$ cat src/rtl/apb_master_arbiter.sv
// apb_master_arbiter: round-robin sharing of one APB master port among NO_OF_MASTERS requesters.
// Optional ACCESS wait-state timeout is built in when APB_ARB_TIMEOUT_EN is defined.
module apb_master_arbiter #(
  parameter int NO_OF_MASTERS = 5,
  parameter int NO_OF_SLAVES  = 5,
  parameter int ADDRESS_WIDTH = 32,
  parameter int DATA_WIDTH    = 32,
  parameter int REGION_BYTES  = 16384,
  parameter int MAX_WAIT      = 16
) (
  input  logic                                     pclk,
  input  logic                                     preset,
  input  logic [NO_OF_MASTERS-1:0]                 req,
  input  logic [NO_OF_MASTERS-1:0]                 req_write,
  input  logic [NO_OF_MASTERS*ADDRESS_WIDTH-1:0]   req_addr,
  input  logic [NO_OF_MASTERS*DATA_WIDTH-1:0]      req_wdata,
  input  logic [NO_OF_MASTERS*(DATA_WIDTH/8)-1:0]  req_strb,
  input  logic [NO_OF_MASTERS*3-1:0]               req_prot,
  output logic [NO_OF_MASTERS-1:0]                 gnt,
  output logic [NO_OF_MASTERS-1:0]                 done,
  output logic [DATA_WIDTH-1:0]                    rdata,
  output logic                                     slverr,
  output logic [NO_OF_SLAVES-1:0]                  psel,
  output logic                                     penable,
  output logic                                     pwrite,
  output logic [ADDRESS_WIDTH-1:0]                 paddr,
  output logic [DATA_WIDTH-1:0]                    pwdata,
  output logic [DATA_WIDTH/8-1:0]                  pstrb,
  output logic [2:0]                               pprot,
  input  logic                                     pready,
  input  logic                                     pslverr,
  input  logic [DATA_WIDTH-1:0]                    prdata
);

  localparam int SW = DATA_WIDTH / 8;
  localparam int PW = (NO_OF_MASTERS > 1) ? $clog2(NO_OF_MASTERS) : 1;

  typedef enum logic [1:0] {IDLE, SETUP, ACCESS} state_t;

  state_t                   r_state;
  logic [PW-1:0]            r_ptr;
  logic                     r_decerr;

  logic [NO_OF_MASTERS-1:0] w_cand;
  logic [NO_OF_MASTERS-1:0] w_gnt;
  logic [PW-1:0]            w_k;
  logic [PW-1:0]            w_win;
  logic [PW-1:0]            w_ptr_nxt;
  logic                     w_any;
  logic [ADDRESS_WIDTH-1:0] w_addr;
  logic [ADDRESS_WIDTH-1:0] w_idx;
  logic [DATA_WIDTH-1:0]    w_wdata;
  logic [SW-1:0]            w_strb;
  logic [2:0]               w_prot;
  logic                     w_write;
  logic [NO_OF_SLAVES-1:0]  w_psel;
  logic                     w_decerr;
  logic                     w_timeout;
  logic                     w_finish;
  logic                     w_load;

  // The current owner is masked out, so at completion another requester wins if one is waiting;
  // gnt is zero in IDLE, so the mask is a no-op there.
  always_comb begin
    w_cand = req & ~gnt;
    w_any  = 1'b0;
    w_win  = '0;
    w_k    = '0;
    for (int unsigned i = 0; i < NO_OF_MASTERS; i++) begin
      w_k = PW'((32'(r_ptr) + i) % 32'(NO_OF_MASTERS));
      if (!w_any && w_cand[w_k]) begin
        w_any = 1'b1;
        w_win = w_k;
      end
    end
    w_gnt        = '0;
    w_gnt[w_win] = 1'b1;
    w_ptr_nxt    = (w_win == PW'(NO_OF_MASTERS - 1)) ? '0 : w_win + PW'(1);
  end

  always_comb begin
    w_addr   = req_addr[32'(w_win)*ADDRESS_WIDTH +: ADDRESS_WIDTH];
    w_wdata  = req_wdata[32'(w_win)*DATA_WIDTH +: DATA_WIDTH];
    w_strb   = req_strb[32'(w_win)*SW +: SW];
    w_prot   = req_prot[32'(w_win)*3 +: 3];
    w_write  = req_write[w_win];
    w_idx    = w_addr / ADDRESS_WIDTH'(REGION_BYTES);
    w_decerr = (w_idx >= ADDRESS_WIDTH'(NO_OF_SLAVES));
    w_psel   = '0;
    for (int unsigned s = 0; s < NO_OF_SLAVES; s++) begin
      if (w_idx == ADDRESS_WIDTH'(s)) w_psel[s] = 1'b1;
    end
  end

`ifdef APB_ARB_TIMEOUT_EN
  localparam int WW = (MAX_WAIT > 1) ? $clog2(MAX_WAIT) : 1;
  logic [WW-1:0] r_wait;

  assign w_timeout = !pready && (r_wait == WW'(MAX_WAIT - 1));
`else
  assign w_timeout = 1'b0;
  // MAX_WAIT has no effect without the timeout; referenced here so the parameter stays in use.
  if (MAX_WAIT < 1) begin : g_max_wait_unused
  end
`endif

  // A decode error finishes on its first ACCESS cycle whatever pready says.
  assign w_finish = r_decerr || pready || w_timeout;
  assign w_load   = w_any && ((r_state == IDLE) || ((r_state == ACCESS) && w_finish));

  always_ff @(posedge pclk) begin
    if (preset) begin
      r_state  <= IDLE;
      r_ptr    <= '0;
      r_decerr <= 1'b0;
      gnt      <= '0;
      done     <= '0;
      rdata    <= '0;
      slverr   <= 1'b0;
      psel     <= '0;
      penable  <= 1'b0;
      pwrite   <= 1'b0;
      paddr    <= '0;
      pwdata   <= '0;
      pstrb    <= '0;
      pprot    <= '0;
`ifdef APB_ARB_TIMEOUT_EN
      r_wait   <= '0;
`endif
    end else begin
      done <= '0;
      case (r_state)
        IDLE: begin
        end
        SETUP: begin
          penable <= 1'b1;
          r_state <= ACCESS;
        end
        ACCESS: begin
          if (w_finish) begin
            done    <= gnt;
            penable <= 1'b0;
            if (r_decerr || w_timeout) begin
              slverr <= 1'b1;
              rdata  <= '0;
            end else begin
              slverr <= pslverr;
              if (!pwrite) rdata <= prdata;
            end
            if (!w_any) begin
              r_state <= IDLE;
              gnt     <= '0;
              psel    <= '0;
            end
          end
        end
        default: r_state <= IDLE;
      endcase

      if (w_load) begin
        r_state  <= SETUP;
        gnt      <= w_gnt;
        r_ptr    <= w_ptr_nxt;
        psel     <= w_psel;
        r_decerr <= w_decerr;
        paddr    <= w_addr;
        pwrite   <= w_write;
        pwdata   <= w_wdata;
        pstrb    <= w_strb;
        pprot    <= w_prot;
      end

`ifdef APB_ARB_TIMEOUT_EN
      if ((r_state == ACCESS) && !w_finish) r_wait <= r_wait + WW'(1);
      else                                   r_wait <= '0;
`endif
    end
  end

endmodule

$ cat config.mk
export PLATFORM = sky130hd
export DESIGN_NAME = apb_master_arbiter
export DESIGN_NICKNAME = d
export VERILOG_FILES = /design/src/rtl/apb_master_arbiter.sv
export SDC_FILE = /design/constraint.sdc
export NUM_CORES = 1
export LEC_CHECK = 0
export BUFFER_PORTS_ARGS = -buffer_cell sky130_fd_sc_hd__buf_2
export CORE_AREA = 2 2 203 205
export DETAILED_ROUTE_END_ITERATION = 10
export DIE_AREA = 0 0 205 207
export SETUP_SLACK_MARGIN = 0.5
export SLEW_MARGIN = 20
export SYNTH_ARGS = -nofsm -noshare
export SYNTH_HDL_FRONTEND = slang
export SYNTH_SLANG_ARGS = --single-unit
$ cat constraint.sdc
create_clock -name pclk -period 13.6 [get_ports pclk]
set_input_delay 2.72 -clock pclk [delete_from_list [all_inputs] [get_ports pclk]]
set_output_delay 2.72 -clock pclk [all_outputs]
set_load 0.03 [all_outputs]
# ---- Word-level counts from Yosys, hierarchy flattened
# Cells that the tools add are included.
dict set report totals {
  regBits 127
  output_inout_bits 121
  wordCells 127
}
dict set report classes {
  addsub 5
  multipliers 1
  div_mod_pow 5
  magnitude_cmp 8
  n_eq_ne 14
  n_shift 4
  muxes 44
  bitwise 5
  n_reduce_logical 26
}
# operator count
set op_table {}
lappend op_table {{160-bit by 9-bit variable part select with 32-bit output} 2}
lappend op_table {{32-bit by 3-bit remainder unit with 32-bit output (second input constant)} 4}
lappend op_table {{32-bit two-way mux} 2}
lappend op_table {{18-bit by 2-bit == test with 1-bit output (second input constant)} 2}
lappend op_table {{32-bit logical NOT} 1}
lappend op_table {{3-bit by 3-bit remainder unit with 32-bit output (second input constant)} 1}
lappend op_table {{5-bit two-way mux} 5}
lappend op_table {{3-bit by 4-bit less-than comparator with 1-bit output (second input constant)} 6}
lappend op_table {{1-bit two-way mux} 20}
lappend op_table {{20-bit by 6-bit variable part select with 4-bit output} 1}
lappend op_table {{1-bit binary-select mux with 3-bit select} 6}
lappend op_table {{18-bit by 1-bit == test with 1-bit output (second input constant)} 1}
lappend op_table {{18-bit by 3-bit == test with 1-bit output (second input constant)} 1}
lappend op_table {{18-bit by 3-bit >= comparator with 1-bit output (second input constant)} 1}
lappend op_table {{3-bit two-way mux} 6}
lappend op_table {{15-bit by 6-bit variable part select with 3-bit output} 1}
lappend op_table {{3-bit AND reduction} 4}
lappend op_table {{3-bit by 2-bit adder with 4-bit output (second input constant)} 2}
lappend op_table {{1-bit logical AND} 7}
lappend op_table {{2-bit inequality test (second input constant)} 3}
lappend op_table {{3-bit inequality test (second input constant)} 2}
lappend op_table {{2-bit case mux with 3 select lines} 1}
lappend op_table {{2-bit nonzero test} 3}
lappend op_table {{5-bit bitwise AND} 1}
lappend op_table {{other kinds (20)} 29}

# ---- Depth between registers and ports, before layout
# Gate-level depths: netlist of run 1.
dict set report depth {
  ltp_word 22
  mapped_depth 27
}

# ---- Worst setup path after synthesis of run 1
# No wires, ideal clock.
dict set report synth_path {
  path_kind {input port to flip-flop}
  startpoint {input req[3]}
  endpoint {register r_decerr}
  setup_ns 0.115
  arrival_time_ns 5.693
  setup_slack_ns 7.793
  cell_stages 15
  n_path_buf 2
  cell_sequence {nand2b_1 inv_1 mux4_2 o21a_1 a22oi_2 mux2_4 a32o_1 inv_1 buf_4 buf_8 mux2i_1 o22ai_1 a21oi_1 nor2_1 o21a_1}
}
dict set report synth_between {
  elab_chain_len 18
  elab_cells_between_ends 32
  classes_between {order compare: 1; shift: 1; mux: 20; bitwise: 1; reduce/logical: 9}
}
# element line_no
set synth_lines {}
lappend synth_lines {{start: declaration} 13} ;# input logic [NO_OF_MASTERS-1:0] req,
lappend synth_lines {{5-bit bitwise AND *} 65} ;# w_cand = req & ~gnt;
lappend synth_lines {{1-bit binary-select mux with 3-bit select} 71} ;# if (!w_any && w_cand[w_k]) begin
lappend synth_lines {{1-bit two-way mux (implied by the code)} 71}
lappend synth_lines {{1-bit two-way mux} 71}
lappend synth_lines {{1-bit logical NOT} 71}
lappend synth_lines {{1-bit logical AND} 71}
lappend synth_lines {{1-bit two-way mux} 71}
lappend synth_lines {{1-bit logical NOT} 71}
lappend synth_lines {{(+2 left out)} n/a}
lappend synth_lines {{1-bit logical NOT} 71}
lappend synth_lines {{1-bit logical AND} 71}
lappend synth_lines {{1-bit two-way mux} 71}
lappend synth_lines {{1-bit logical NOT} 71}
lappend synth_lines {{1-bit logical AND} 71}
lappend synth_lines {{3-bit two-way mux} 71}
lappend synth_lines {{160-bit by 9-bit variable part select with 32-bit output} 82} ;# w_addr = req_addr[32'(w_win)*ADDRESS_WIDTH +: ADDRESS_WIDTH];
lappend synth_lines {{18-bit by 3-bit >= comparator with 1-bit output} 88} ;# w_decerr = (w_idx >= ADDRESS_WIDTH'(NO_OF_SLAVES));
lappend synth_lines {{end signal: assignment} 165} ;# r_decerr <= w_decerr;
lappend synth_lines {{end: declaration} 42} ;# logic r_decerr;
# Mark *: on every way between the ends. The rest lies on a longest branch, timed or not. The select of a mux whose other input is x is not followed.
# A chain may end at the register's enable or synchronous reset.

# ---- Worst setup path in the final report of run 1
dict set report layout_path {
  startpoint {input req[3]}
  endpoint {register psel[4]}
}
dict set report layout_between {
  elab_chain_len 20
  elab_cells_between_ends 38
  classes_between {eq/ne: 2; shift: 1; mux: 22; bitwise: 1; reduce/logical: 12}
}
# element line_no
set layout_lines {}
lappend layout_lines {{5-bit bitwise AND *} 65}
lappend layout_lines {{1-bit binary-select mux with 3-bit select} 71}
lappend layout_lines {{1-bit two-way mux (implied by the code)} 71}
lappend layout_lines {{1-bit two-way mux} 71}
lappend layout_lines {{1-bit logical NOT} 71}
lappend layout_lines {{1-bit logical AND} 71}
lappend layout_lines {{1-bit two-way mux} 71}
lappend layout_lines {{1-bit logical NOT} 71}
lappend layout_lines {{(+4 left out)} n/a}
lappend layout_lines {{1-bit two-way mux} 71}
lappend layout_lines {{1-bit logical NOT} 71}
lappend layout_lines {{1-bit logical AND} 71}
lappend layout_lines {{3-bit two-way mux} 71}
lappend layout_lines {{160-bit by 9-bit variable part select with 32-bit output} 82}
lappend layout_lines {{18-bit by 3-bit == test with 1-bit output} 91} ;# if (w_idx == ADDRESS_WIDTH'(s)) w_psel[s] = 1'b1;
lappend layout_lines {{1-bit two-way mux} 91}
lappend layout_lines {{5-bit two-way mux} 160} ;# if (w_load) begin
lappend layout_lines {{end signal: assignment} 164} ;# psel <= w_psel;
lappend layout_lines {{end: declaration} 23} ;# output logic [NO_OF_SLAVES-1:0] psel,
# Marks and branches as above.

==> results of run 1 <==
## sequential cells by signal (all words and copies together) (netlist names), 2 cells and up
| register | flops |
|---|---|
| rdata | 32 |
| pstrb | 4 |
| r_ptr | 3 |
| paddr | 32 |
| pwdata | 32 |
| r_state | 2 |
| psel | 5 |
| gnt | 5 |
| pprot | 3 |
| done | 5 |
## through the flow
step	instances	area [um^2]	utilization, %
after floorplan	1189	8830	-
after global placement	2147	11800	29.2
after detailed placement	2147	11800	29.2
after CTS	2179	12400	30.7
after global routing	2187	12400	30.7
final	2187	12400	30.7
## layout make-up
cell class,instances,area [um^2]
fill,4447,28000
multi-input combinational,942,5830
timing repair buffer,532,2690
sequential,127,2540
tap,532,666
clock buffer,17,425
clock inverter,15,168
inverter,14,53.8
antenna,8,20.0
## worst max-delay path, cell delays in order
cell      delay (ps)
buf_2            100
nand2b_1         190
mux2i_1          120
mux4_2           480
and2_1           210
o211a_1          210
o21ai_0          200
a32o_4           610
clkinv_2         870
or4_1            770
a311oi_2         310
nand4b_1         230
o41ai_1          310
## routing by layer
metal  GRT usage, %  part of all wire (%)
met5              0                 0.026
met4           8.51                   3.9
met3           5.29                   7.2
met2           33.5                    48
met1           22.6                    40
## power by group
part           internal (mW)  switching [mW]
Combinational           1.24            2.34
Sequential             0.491          0.0675
Clock                  0.246           0.222
## synthesized netlist by cell type (all sizes together) (4+ instances only)
| library cell | count |
|---|---|
| o21ai | 73 |
| nor3b | 32 |
| a21oi | 65 |
| dfxtp | 127 |
| o21a | 6 |
| mux2 | 5 |
| xnor2 | 6 |
| ha | 20 |
| nand2b | 16 |
| a31oi | 5 |
| nand2 | 143 |
| mux2i | 50 |
| or4 | 4 |
| clkbuf | 83 |
| a221oi | 58 |
| a32o | 4 |
| nand3 | 9 |
| a211oi | 71 |
| a22oi | 57 |
| nor2b | 16 |
| nor3 | 14 |
| nor4 | 15 |
| buf | 23 |
| inv | 13 |
| o22ai | 13 |
| nor2 | 197 |
| and2 | 12 |
## logic make-up after synthesis
family | count (synthesis) | share of synthesized area (%)
xor gates and xnor gates | 8 | 0.878
adders and majority gates | 20 | 2.83
AOI/OAI and AO/OA | 385 | 30.5
DFF | 127 | 28.8
buffers and inverters | 120 | 5.71
and+or+nand+nor | 472 | 24.3
muxes | 57 | 6.94
## path summary, 6_finish.rpt
check / start / end / slack (ps)
max: req[3] / psel[4] / 6550
min reg2reg: psel[4] / psel[4] / 470
max reg2reg: r_ptr[2] / psel[4] / 6630
min: psel[4] / psel[4] / 470
==> metrics.txt, run 1 <==
status=completed; WL final=42,300 um; TritonCTS clock tree=yes; fin. max-slew vios=0; Layout area overhead=40.4%; ys async rst share=0%; number of remaining DRC errors=0; RSZ-0062 raised after global routing=false; Final Worst Setup Slack=6550 ps; syn nets=1,610; Worst-Margin Slew=997 ps; H-tree levels=4; Routed Antenna Nets=0; synth unique cells=71; initial antenna violation count=10; share of cells above drive strength 1=35.8%; DR vias=10,900; Peak VDD IR=0.000368 V; DRT iter0 DRCs=659; Core ar.=0.0404 mm^2; Mapped Area=0.00883 mm^2; Worst Path Required=13,940 ps; post_cts resized=0; number of global-route vias before repair=10,600; Worst Path Arrival=7380 ps; Post-synth EDFFs=0; Synth Flop Type=dfxtp_1; Post-CTS Setup Repair Bufs=0; overall power=4.61 mW; Worst-path clk slew=70 ps; final hold slack=470 ps; CP max FO=49; Starting Density=21.9%; sequential share of the synthesized area=28.8%; synth top area cells=dfxtp_1 (29%), nor2_1 (8.4%), nand2_1 (6.1%); IO Pins=522; worst r2r path cells=16; post-synth top area cell=dfxtp_1; hold_buf cts=0; Hold Path Class=flop to flop; Max Freq=0.142 GHz; Setup Viol. Count Final=0; syn_area_per_cell=7.43 um^2; Die Y-Extent=207 um; commonest non-fill, non-tap cell in the layout=buf_2; max-cap violations=0; DR WL/cell=19.3 um; Layout Nets=2,055; static leakage=5.89 nW; DRT Pass-1 Iters=5; total global-route track usage=19.5%; Site Rows=74; root buf cell=clkbuf_16; die width=205 um; DP Worst Slack=6460 ps; TNS Setup=0 ps; Critical Path Start Type=primary input; CTS sink cnt=127; Post-Syn Instances=1,189; post-DP HPWL=32,500 um; Yosys reg bits=127; Critical Path Sink Type=flop; GR Overflow Total=0; IO Port Bufs=521; total die area=0.0424 mm^2; clk_lat worst skew=450 ps; minimum clock period=7050 ps; most frequent cells in the layout=buf_2 (520), nor2_1 (197), nand2_1 (143), dfxtp_1 (127), a211oi_1 (71); Bufs on Longest Clock Path=2; Final Hold Vio Count=0; relative slew slack=33.5%; clk_skew=12.7 ps; first-pass GRT wire length=63,100 um; crit share post-route=51.8%; Via density=5.01; worst hold stages=2; power per cell area=372 mW/mm^2; crit path kind=primary input to flop; GPL Wtd Cong=0.930; Yosys Warn Count=0; share of the synthesized area in the top cell type=28.8%; maximum number of pins on one net before global-route repair=98; CTS Buf Count=17
(Power assumes the default switching activity.)
==> run 2: changes to the inputs <==
ABC_AREA = 1   (was not set)
CORE_AREA = 2 2 201 203   (was 2 2 203 205)
DIE_AREA = 0 0 203 205   (was 0 0 205 207)
clock period = 6.6 ns   (was 13.6 ns; I/O delays follow)
==> run 2 against run 1 <==
  * Core utilization up 1.3 points
  * Critical path type is now flop to flop
  * First-iteration DRC count up 31%
  * Highest routed layer unchanged
  * Area after synthesis up 3.5%
==> metrics.txt, run 2 <==
status=completed; Worst-path clk slew=70 ps (about the same); share of the synthesized area in the top cell type=27.8% (-0.98 points); post-synth top area cell=dfxtp_1; synth unique cells=40 (-44%); Critical Path Start Type=flop; number of remaining DRC errors=0 (unchanged); Synth Flop Type=dfxtp_1; GPL Wtd Cong=0.947 (+1.7%); area of the multi-input gates=0.00539 mm^2 (-7.6%); Yosys reg bits=127 (unchanged); RSZ-0062 raised after global routing=false; TritonCTS clock tree=yes; Layout Nets=2,293 (+12%); DR WL/cell=17.4 um (-10%); commonest non-fill, non-tap cell in the layout=buf_2; total die area=0.0416 mm^2 (-1.9%); max-cap violations=0 (unchanged); Starting Density=23.2% (+1.3 points); Post-Syn Instances=1,418 (+19%); die width=203 um (-0.98%); crit share post-route=83.1%; IO Pins=522 (unchanged); Routed Antenna Nets=0 (unchanged); crit path kind=flop to flop; total global-route track usage=19.2% (-0.33 points); Die Y-Extent=205 um (-0.97%); fin. max-slew vios=0 (unchanged); TNS Setup=0 ps (unchanged); post-DP HPWL=31,500 um (-3.0%); most frequent cells in the layout=buf_2 (521), nand2_1 (271), inv_1 (169), nor2_1 (150), dfxtp_1 (127); CTS Buf Count=17 (unchanged); Site Rows=73 (-1.4%); syn nets=1,839 (+14%); Post-CTS Setup Repair Bufs=0 (unchanged); DR vias=11,700 (+7.3%); Layout area overhead=37.9%; share of cells above drive strength 1=34.3% (-1.5 points); Worst Path Required=6980 ps (-6960 ps); minimum clock period=5490 ps; synth top area cells=dfxtp_1 (28%), nand2_1 (11%), inv_1 (7.0%); register area=0.00254 mm^2 (unchanged); maximum number of pins on one net before global-route repair=116 (+18%); Bufs on Longest Clock Path=2 (unchanged); synth cell count leaders=nand2_1 (271), inv_1 (170), nor2_1 (150), dfxtp_1 (127), nand3_1 (112); relative slew slack=24.3% (-9.2 points); ys async rst share=0% (unchanged); DRT Pass-1 Iters=5 (unchanged); Mapped Area=0.00914 mm^2 (+3.5%); first-pass GRT wire length=62,200 um (-1.5%); end-of-flow core utilization=32.0% (+1.3 points); Worst path max stage delay=400 ps (-470 ps); CP max FO=115 (+130%); Setup Viol. Count Final=0 (unchanged); CP max stage cell=dfxtp_1; Via density=4.86 (-2.8%); H-tree levels=4 (unchanged); syn_area_per_cell=6.45 um^2 (-13%); Post-synth EDFFs=0 (unchanged); initial antenna violation count=7 (-3); root buf cell=clkbuf_16; Worst-Margin Slew=1130 ps (+137 ps); Hold Path Class=flop to flop; Core ar.=0.0394 mm^2 (-2.5%); Critical Path Sink Type=flop; sequential share of the synthesized area=27.8% (-0.98 points); WL final=41,900 um (-0.90%); Yosys Warn Count=0 (unchanged); Final Hold Vio Count=0 (unchanged); clk_skew=7.68 ps (-5.01 ps); DRT iter0 DRCs=865 (+31%); number of global-route vias before repair=11,200 (+5.7%); Fillers=4,334 (-2.5%); cell mode on critical path=nand2_1; clk_lat worst skew=440 ps (about the same); Worst Path Arrival=5870 ps (-1510 ps); CTS sink cnt=127 (unchanged); Max Freq=0.182 GHz; IO Port Bufs=521 (unchanged); cell with the most instances after synthesis=nand2_1; GR Overflow Total=0 (unchanged); Largest regs=paddr: 32 flops, pwdata: 32 flops, rdata: 32 flops
==> run 2: critical path, delay by kind of cell (launching register included) <==
| kind | cells | cell delay, ps |
|---|---|---|
| AND/OR/NAND/NOR | 23 | 2770 |
| adder cells (fa/ha/maj) | 4 | 960 |
| XOR/XNOR | 1 | 250 |
| flip-flops | 1 | 400 |
| buffers and inverters | 4 | 750 |
==> run 2: timing repair <==
| action | in CTS | in global routing |
|---|---|---|
| gates resized for setup | 0 | 1 |
| hold buffers | 0 | 0 |
| endpoints found under the hold margin | 0 | 0 |
| endpoints found under the setup margin | 0 | 1 |
==> run 2: through the flow <==
step                hold WS [ps]  instances  area (um^2)  setup slack, ps
floorplan                    491       1418         9140             2610
global placement             443       2378        12000             1290
detailed placement           447       2378        12000             1090
CTS                          460       2409        12600             1050
global route                 483       2412        12600              636
finish                       460       2414        12600             1110
==> run 2: path summary, 6_finish.rpt <==
kind	to	slack (ps)	startpoint	cells past startpoint
worst min register to register	rdata[22]	460	rdata[22]	2
worst max-delay path	psel[3]	1110	r_ptr[1]	32
worst min-delay path	rdata[22]	460	rdata[22]	2
worst max register to register	psel[3]	1110	r_ptr[1]	32
==> run 2: layout make-up <==
cell class	count	share of cell area, %
repair buffers	534	21.7
diodes	5	0.0992
inverters	184	5.53
clock inverters	14	1.24
clock buffers	17	3.37
well taps	525	5.21
multi-input cells	1008	42.7
flip-flops and latches	127	20.2
==> run 2: cell families (layout without fill, tap and decap cells) <==
family / Yosys count / in the layout / synth area share [%]
and+or+nand+nor: 658 / 658 / 33.9
AOI/OAI and AO/OA: 325 / 325 / 21.5
buffers and inverters: 283 / 749 / 13.5
DFF: 127 / 127 / 27.8
adders and majority gates: 20 / 20 / 2.74
xor gates and xnor gates: 5 / 5 / 0.479
other: 0 / 5 / 0
==> run 2: metal layers <==
layer  up-vias  track usage (%)  routed length [um]
met3        89             4.44                3080
met4         4             9.75                1740
met2       582             33.2               20400
li1       5671                -                   -
met1      5398             22.2               16700
met5         -                0                  21
Power of run 2 is left out: the tool's default activity adds up to more than one toggle a clock period on the data nets, which glitch-free logic cannot reach.
